`config.mk`:
```
export PLATFORM = sky130hd
export DESIGN_NAME = frac_div_multi
export DESIGN_NICKNAME = d
export VERILOG_FILES = /design/src/rtl/frac_div_multi_pkg.sv /design/src/rtl/frac_div_chan.sv /design/src/rtl/frac_div_multi.sv
export SDC_FILE = /design/constraint.sdc
export NUM_CORES = 1
export LEC_CHECK = 0
export CELL_PAD_IN_SITES_DETAIL_PLACEMENT = 1
export CELL_PAD_IN_SITES_GLOBAL_PLACEMENT = 2
export CORE_AREA = 4 4 135 137
export DETAILED_ROUTE_END_ITERATION = 7
export DIE_AREA = 0 0 139 141
export GPL_TIMING_DRIVEN = 0
export PLACE_DENSITY = 0.91
export SLEW_MARGIN = 10
export SYNTH_ARGS = -nofsm -noshare
export SYNTH_HDL_FRONTEND = slang
export SYNTH_SLANG_ARGS = --single-unit
```
`constraint.sdc`:
```
create_clock -name clk -period 10.8 [get_ports clk]
set_input_delay 2.16 -clock clk [delete_from_list [all_inputs] [get_ports clk]]
set_output_delay 2.16 -clock clk [all_outputs]
set_load 0.005 [all_outputs]
```
`src/rtl/frac_div_multi_pkg.sv`:
```
`default_nettype none
// ============================================================================
// Module   : frac_div_multi_pkg
// Purpose  : Shared definitions for the multi-channel fractional divider:
//            reload-handshake state encoding plus helpers for users sizing
//            the cfg_chan field and computing increments from frequencies.
// Ports    : none (package)
// Revision : 1.0 - initial release
// ============================================================================
package frac_div_multi_pkg;

    // Reload handshake states (explicit 2-bit encoding)
    localparam logic [1:0] CFG_IDLE = 2'd0;  // slot free, cfg_ready high
    localparam logic [1:0] CFG_PEND = 2'd1;  // value held, waiting for a legal apply point
    localparam logic [1:0] CFG_DONE = 2'd2;  // applied or discarded; ready returns next edge

    // Minimum cfg_chan width for a given channel count: 2**result >= value.
    function automatic int clog2(input int value);
        int r;
        int v;
        r = 0;
        v = value - 1;
        while (v > 0) begin
            r = r + 1;
            v = v >> 1;
        end
        return (r == 0) ? 1 : r;
    endfunction

    // Rounded increment for a target output frequency:
    // incr = round(f_out * 2**width / f_clk).
    function automatic longint unsigned frac_div_incr(
        input longint unsigned f_out_hz,
        input longint unsigned f_clk_hz,
        input int unsigned     width
    );
        return ((f_out_hz << width) + (f_clk_hz >> 1)) / f_clk_hz;
    endfunction

endpackage : frac_div_multi_pkg
`default_nettype wire

```
`src/rtl/frac_div_chan.sv`:
```
`default_nettype none
// ============================================================================
// Module   : frac_div_chan
// Purpose  : One phase-accumulator channel. Adds its increment each enabled
//            edge; the carry becomes a one-cycle tick and the new MSB the
//            square output. Reports when an increment reload may be applied
//            without producing a runt/stretched interval.
// Ports    : clk, reset    - clock, async active-high reset
//            en            - accumulate enable
//            sync          - zero accumulator and outputs this edge
//            ld, ld_incr   - load ld_incr into the increment register
//            tick, out     - registered carry strobe / square wave
//            wrap_ok       - this edge is a legal increment apply point
// Revision : 1.0 - initial release
// ============================================================================
module frac_div_chan
    import frac_div_multi_pkg::*;
#(
    parameter int Width = 22,
    parameter int Incr  = 19327
) (
    input  logic             clk,
    input  logic             reset,
    input  logic             en,
    input  logic             sync,
    input  logic             ld,
    input  logic [Width-1:0] ld_incr,
    output logic             tick,
    output logic             out,
    output logic             wrap_ok
);

    logic [Width-1:0] acc_q,  acc_d;
    logic [Width-1:0] incr_q, incr_d;
    logic             tick_q, tick_d;
    logic             out_q,  out_d;
    logic [Width:0]   sum;

    always_comb begin
        // One extra bit so the carry falls out of the add
        sum    = {1'b0, acc_q} + {1'b0, incr_q};
        acc_d  = acc_q;
        tick_d = 1'b0;
        out_d  = out_q;
        incr_d = ld ? ld_incr : incr_q;

        if (sync) begin
            acc_d = '0;
            out_d = 1'b0;
        end else if (en) begin
            acc_d  = sum[Width-1:0];
            tick_d = sum[Width];
            out_d  = sum[Width-1];
        end
    end

    // Apply points: the carry edge (new incr starts a fresh interval), a sync,
    // or whenever the channel is not advancing at all.
    assign wrap_ok = sync | ~en | (incr_q == '0) | sum[Width];

    always_ff @(posedge clk or posedge reset) begin
        if (reset) begin
            acc_q  <= '0;
            incr_q <= Width'(Incr);
            tick_q <= 1'b0;
            out_q  <= 1'b0;
        end else begin
            acc_q  <= acc_d;
            incr_q <= incr_d;
            tick_q <= tick_d;
            out_q  <= out_d;
        end
    end

    assign tick = tick_q;
    assign out  = out_q;

endmodule : frac_div_chan
`default_nettype wire

```
`src/rtl/frac_div_multi.sv`:
```
`default_nettype none
// ============================================================================
// Module   : frac_div_multi
// Purpose  : Multi-channel runtime-programmable fractional clock divider
//            (phase-accumulator NCO). Channels run independently; a single
//            shared pending slot takes increment reloads over valid/ready and
//            applies them glitch-free at the target channel's wrap point.
// Ports    : clk, reset              - clock, async active-high reset
//            en[Channels]            - per-channel accumulate enable
//            sync                    - zero every accumulator next edge
//            cfg_valid/cfg_ready     - reload handshake
//            cfg_chan, cfg_incr      - reload target and value
//            out[Channels]           - ~50% duty square outputs
//            tick[Channels]          - one-cycle carry strobes
// Revision : 1.0 - initial release
// ============================================================================
module frac_div_multi
    import frac_div_multi_pkg::*;
#(
    parameter int Width    = 22,
    parameter int Incr     = 19327,
    parameter int Channels = 2,
    parameter int ChanBits = 1
) (
    input  logic                clk,
    input  logic                reset,
    input  logic [Channels-1:0] en,
    input  logic                sync,
    input  logic                cfg_valid,
    output logic                cfg_ready,
    input  logic [ChanBits-1:0] cfg_chan,
    input  logic [Width-1:0]    cfg_incr,
    output logic [Channels-1:0] out,
    output logic [Channels-1:0] tick
);

    logic [1:0]          state_q, state_d;
    logic [ChanBits-1:0] pend_chan_q, pend_chan_d;
    logic [Width-1:0]    pend_incr_q, pend_incr_d;
    logic [Channels-1:0] wrap_ok;
    logic [Channels-1:0] ld;
    logic                chan_ok;
    logic                xfer;
    logic                apply;

    // Out-of-range targets are accepted but never reach the pending slot
    assign chan_ok = 32'(cfg_chan) < 32'(Channels);
    assign xfer    = cfg_valid & cfg_ready;
    assign apply   = |ld;

    // ---------------------------------------------------------------- state reg
    always_ff @(posedge clk or posedge reset) begin
        if (reset) begin
            state_q     <= CFG_IDLE;
            pend_chan_q <= '0;
            pend_incr_q <= '0;
        end else begin
            state_q     <= state_d;
            pend_chan_q <= pend_chan_d;
            pend_incr_q <= pend_incr_d;
        end
    end

    // --------------------------------------------------------------- next state
    always_comb begin
        state_d     = state_q;
        pend_chan_d = pend_chan_q;
        pend_incr_d = pend_incr_q;
        case (state_q)
            CFG_IDLE: begin
                if (cfg_valid) begin
                    pend_chan_d = cfg_chan;
                    pend_incr_d = cfg_incr;
                    state_d     = chan_ok ? CFG_PEND : CFG_DONE;
                end
            end
            CFG_PEND: begin
                if (apply) begin
                    state_d = CFG_DONE;
                end
            end
            CFG_DONE: state_d = CFG_IDLE;
            default:  state_d = CFG_IDLE;
        endcase
    end

    // ------------------------------------------------------------------ outputs
    always_comb begin
        cfg_ready = (state_q == CFG_IDLE);
    end

    // ----------------------------------------------------------------- channels
    for (genvar c = 0; c < Channels; c++) begin : g_chan
        // Load strobe goes only to the targeted channel, and only at its wrap point
        assign ld[c] = (state_q == CFG_PEND) && (pend_chan_q == ChanBits'(c)) && wrap_ok[c];

        frac_div_chan #(
            .Width (Width),
            .Incr  (Incr)
        ) u_chan (
            .clk     (clk),
            .reset   (reset),
            .en      (en[c]),
            .sync    (sync),
            .ld      (ld[c]),
            .ld_incr (pend_incr_q),
            .tick    (tick[c]),
            .out     (out[c]),
            .wrap_ok (wrap_ok[c])
        );
    end

    // xfer is implied by the IDLE->PEND/DONE transition; kept as a named term
    // so the handshake reads clearly in waveforms.
    logic xfer_unused;
    assign xfer_unused = xfer;

endmodule : frac_div_multi
`default_nettype wire
```
After elaboration in Yosys (flattened, before gate mapping). Index checks and enable logic that the tools add are counted.

Add/subtract/negate cells: 2. Reduce and logical (&&, ||, !) cells: 12. Mux-type cells: 15. Eq/ne operators: 3. Bitwise operators: 9.

Operator list (number): $mux W22 (4); $add A22 B22 Y23 (2); $logic_not A22 Y1 (2); $mux W1 (8); $or A1 B1 Y1 (6); $logic_and A1 B1 Y1 (4); $mux W2 (2); $ne A2 B2 Y1 const B (2); $pmux W2 S2 (1); $reduce_and A2 Y1 (2); $reduce_bool A2 Y1 (2); $not A1 Y1 (3); $eq A2 B1 Y1 const B (1); $logic_not A2 Y1 (1); $reduce_or A2 Y1 (1).

Output and inout bits: 5. Register bits: 117. Word-level logic and storage cells: 52.

Depth between registers and ports, before layout.
Depth in word-level cells: 8. Mapped depth: 9. Gate-level depth less buffers: 8.

Hierarchy. Synthesis repeated with hierarchy kept, for this count alone.

Cells, all modules: 658. Area, all modules: 6800.3 um^2.

By module, submodules not included: frac_div_chan at g_chan[1].u_chan (instances 1, cells each 306, area each 2930.3 um^2); frac_div_chan at g_chan[0].u_chan (instances 1, cells each 292, area each 2889.0 um^2); frac_div_multi (instances 1, cells each 60, area each 980.9 um^2).

Worst setup path before layout. Ideal clock, no wire load.

Path type: input to register. Start: in sync. End: reg g_chan[0].u_chan.incr_q[10]. Buffers on the path: 2. Required time: 10.675 ns. Stages: 6. Setup time: 0.125 ns. Slack: 7.352 ns. Arrival time: 3.323 ns. Path through: clkbuf_1 -> nand2b_1 -> nor2_1 -> a31oi_4 -> buf_6 -> mux2_2.

Cells in the longest elaborated chain, start to end: 4.

RTL lines: from (decl) (RTL line frac_div_multi.sv:28) `input logic sync,`; $or A1 B1 Y1 (3 in series) (RTL line frac_div_chan.sv:59) `assign wrap_ok = sync | ~en | (incr_q == '0) | sum[Width];`; $logic_and A1 B1 Y1 (RTL line frac_div_multi.sv:95) `assign ld[c] = (state_q == CFG_PEND) && (pend_chan_q == ChanBits'(c)) && wrap_ok[c];`; to (signal assigned) (RTL line frac_div_chan.sv:64) `incr_q <= Width'(Incr);`; to (signal assigned) (RTL line frac_div_chan.sv:69) `incr_q <= incr_d;`; to (decl) (RTL line frac_div_chan.sv:34) `logic [Width-1:0] incr_q, incr_d;`.

No other way between the ends. A chain may end at the register's enable or synchronous reset.

Worst setup path after layout.
Start: in sync. End: reg state_q[0].

Cells in the longest elaborated chain, start to end: 7.

RTL lines: $or A1 B1 Y1 (3 in series) (RTL line frac_div_chan.sv:59); $logic_and A1 B1 Y1 (RTL line frac_div_multi.sv:95); $reduce_or A2 Y1 (*) (RTL line frac_div_multi.sv:49) `assign apply = |ld;`; $ne A2 B2 Y1 (no line) (*); $reduce_and A2 Y1 (no line) (*); to (signal assigned) (RTL line frac_div_multi.sv:58) `state_q <= state_d;`; to (decl) (RTL line frac_div_multi.sv:37) `logic [1:0] state_q, state_d;`.

Every way passes the cells marked *; elsewhere a longest branch is shown, timed or not.

==> metrics <==
status finished, final reports clean; switching part of the total 41.0%; synthesized flop and latch total 115; CTS buffer count 17; Worst path slowest cell clkdlybuf4s50_1; routability cong. 0.887; Clock Skew 0.0100 ns; Root Buffer Master clkbuf_16; drt via density 5.84; clock sinks 115; Switch Pwr 1190 µW; global-route wire length before repair 34100 µm; Routed Antenna Nets 0; most common cell after layout, fill and taps aside dfrtp_1; antenna violations before repair 0; Final Non-Filler Cells 964; Cell Area, Synth 7080 µm²; Worst EP required 11.12 ns; vias in the first global route 6166; WHS 0.493 ns; Fmax achieved 244 MHz; row cnt 48; CP Cell Sequence clkdlybuf4s50_1 -> clkbuf_1 -> nand2b_1 -> clkbuf_1 -> nor3_1 -> a31oi_1 -> a21bo_2; Filler Cells Inserted 1927; die width 139 µm; total iterations of the first detailed-routing run 4; Area Overhead vs Synth 18.2%; Syn Nets 748; CTS Buffer Depth 2; Detailed Place HPWL 15000 µm; routed len/inst 21.7 µm; Hold Buf Count CTS 0; Critical Path Fanout Max 10; static leakage 0.00359 µW; slew margin rel. 52.1%; H-tree lvl count 4; Core ar. 17100 µm²; CTS clk-pin slew, worst paths 0.06 ns; Die Span Y 141 µm; placed insts 932; pwr dens 347 nW/µm²; Worst-Skew Late Latency 0.42 ns; Max-Cap Viols 0; P_int 1710 µW; Crit. End Element flop; Hold Path Class reg2reg; sequential element share of the synthesized area 41.1%; Gate power share 48.5%; final core utilization 49.1%; crit path DAT 4.42 ns; type of the worst setup path in2reg; number of synthesized flops with an enable pin 0; GRT Util Overall 21.9%; Slew Viols, Final 0; CTS tree done; Post-synth ARST share 100%; grt ovf 0; worst slew pin tran 0.718 ns; RSZ-0062 raised after global routing false; Distinct cells, synth 75; Post-Syn Instances 673; crit share post-route 38.0%; syn avg cell area 10.5 µm²; largest net degree at the start of global routing 81; Vias 5632; worst IR drop on VDD 0.000140 V; delay-heaviest family, CP buffers and inverters; NumNets Final 801; # DRC 0; layout cells sized above 1 20.3%; Clock power frac 21.5%; critical path's largest stage delay 0.49 ns; min cycle time layout 4.10 ns; startpoint type of the worst setup path input pin; Resize count post-CTS 0; most frequent cells in the layout dfrtp_1, mux2_2, nor2_1, ha_1, nand2_1; top_reg_cell synth dfrtp_1; Final Hold Viols 0; post-CTS setup buffer count 0; Top Ports 34; Post-Route WL 20900 µm; # port buffers 33; worst setup margin 6.70 ns; Setup violations, final 0; Seq pwr share 29.9%; Starting DRT DRC Count 274; Synth Warn # 0; Initial Util 41.5%; DP Worst Slack 6.29 ns; most used cell, CP clkbuf_1; critical path buffer and inverter count 3; die area 19600 µm²; setup TNS after final layout 0 ns; diode count 0
## cell families after synthesis
group,Yosys count,synth area share [%]
and+or+nand+nor,182,13.4
DFF,115,41.1
xor gates and xnor gates,22,2.72
muxes,87,14.5
buffers and inverters,44,3.02
AOI/OAI and AO/OA,177,16.9
adders and majority gates,46,8.35
## cell type report
| cell class | instances | area [µm²] | area share (%) |
|---|---|---|---|
| Multi-Input combinational cell | 514 | 3960 | 47.3 |
| Sequential cell | 115 | 2910 | 34.7 |
| Clock buffer | 20 | 467 | 5.58 |
| Timing Repair Buffer | 34 | 358 | 4.28 |
| Tap cell | 225 | 282 | 3.36 |
| Clock inverter | 12 | 179 | 2.14 |
| Buffer | 33 | 173 | 2.06 |
| Inverter | 11 | 46.3 | 0.553 |
## metal layers
layer  up-vias  GRT usage [%]  part of all wire [%]
met5         -              0                     0
met4         0           6.90                   2.3
met3        35           4.14                   2.7
met2        82           39.4                    52
met1      2885           26.5                    43
li1       2630              -                     -
## sequential cells by signal (all words and copies together), names as in the netlist
| register | flops |
|---|---|
| g_chan.u_chan.tick | 2 |
| pend_incr_q | 22 |
| g_chan.u_chan.acc_q | 43 |
| g_chan.u_chan.out | 1 |
| pend_chan_q | 1 |
| state_q | 2 |
| g_chan.u_chan.incr_q | 44 |
## power groups by stage
stage	logic (µW)	clock network, µW	registers, µW
2_1_floorplan	1090	0	772
3_3_place_gp	1310	0	844
3_5_place_dp	1380	0	862
4_1_cts	1410	633	866
5_1_grt	1560	654	890
6_report	1410	625	869
## worst reg2reg max path, stage by stage, from the launching register on
cell and delay [ns]:
dfstp_2 0.39, ha_1 0.25, fa_1 0.50, a211oi_1 0.41
o21ai_0 0.20, a21oi_2 0.33, a31o_2 0.28, a21boi_2 0.13
buf_6 0.20, mux2_4 0.32
## final timing paths
check                                            from                          to  slack (ns)  cells past startpoint
setup / recovery                                 sync                  state_q[0]        6.70                      7
hold / removal             g_chan[0].u_chan.acc_q[19]  g_chan[0].u_chan.acc_q[19]        0.49                      2
setup reg to reg           g_chan[1].u_chan.incr_q[0]  g_chan[1].u_chan.incr_q[7]        7.67                      9
hold reg to reg            g_chan[0].u_chan.acc_q[19]  g_chan[0].u_chan.acc_q[19]        0.49                      2
max in group asynchronous                       reset  g_chan[1].u_chan.incr_q[9]        7.93                      3
min in group asynchronous                       reset   g_chan[0].u_chan.acc_q[8]        2.11                      2
## through the flow
stage / instance area [µm²] / power, µW
after floorplan: 7080 / 1860
after global placement: 7690 / 2150
after detailed placement: 7720 / 2240
after CTS: 8370 / 2910
after global routing: 8370 / 3110
final: 8370 / 2900
## Yosys cell counts (all sizes together), types with 6 or more instances
| cell | number | share of area (%) |
|---|---|---|
| nor2 | 47 | 2.5 |
| xor2 | 7 | 0.87 |
| nand3 | 9 | 0.64 |
| nand4 | 8 | 0.71 |
| o21ai | 34 | 2.5 |
| a21boi | 6 | 0.69 |
| a21o | 15 | 1.6 |
| and2 | 6 | 0.55 |
| nor3 | 14 | 0.99 |
| nand2 | 43 | 2.3 |
| mux2 | 68 | 12 |
| buf | 14 | 1.4 |
| a211oi | 11 | 1.2 |
| clkbuf | 19 | 1.0 |
| dfrtp | 93 | 33 |
| o21bai | 6 | 0.64 |
| nor3b | 9 | 1.0 |
| nor4 | 13 | 1.2 |
| mux2i | 19 | 2.7 |
| a21oi | 41 | 3.0 |
| ha | 44 | 7.8 |
| inv | 11 | 0.58 |
| o22ai | 6 | 0.53 |
| xnor2 | 15 | 1.9 |
| nand2b | 9 | 0.80 |
| a31oi | 13 | 1.4 |
| dfstp | 22 | 8.2 |
| o21a | 9 | 0.95 |
(Power assumes the default switching activity.)
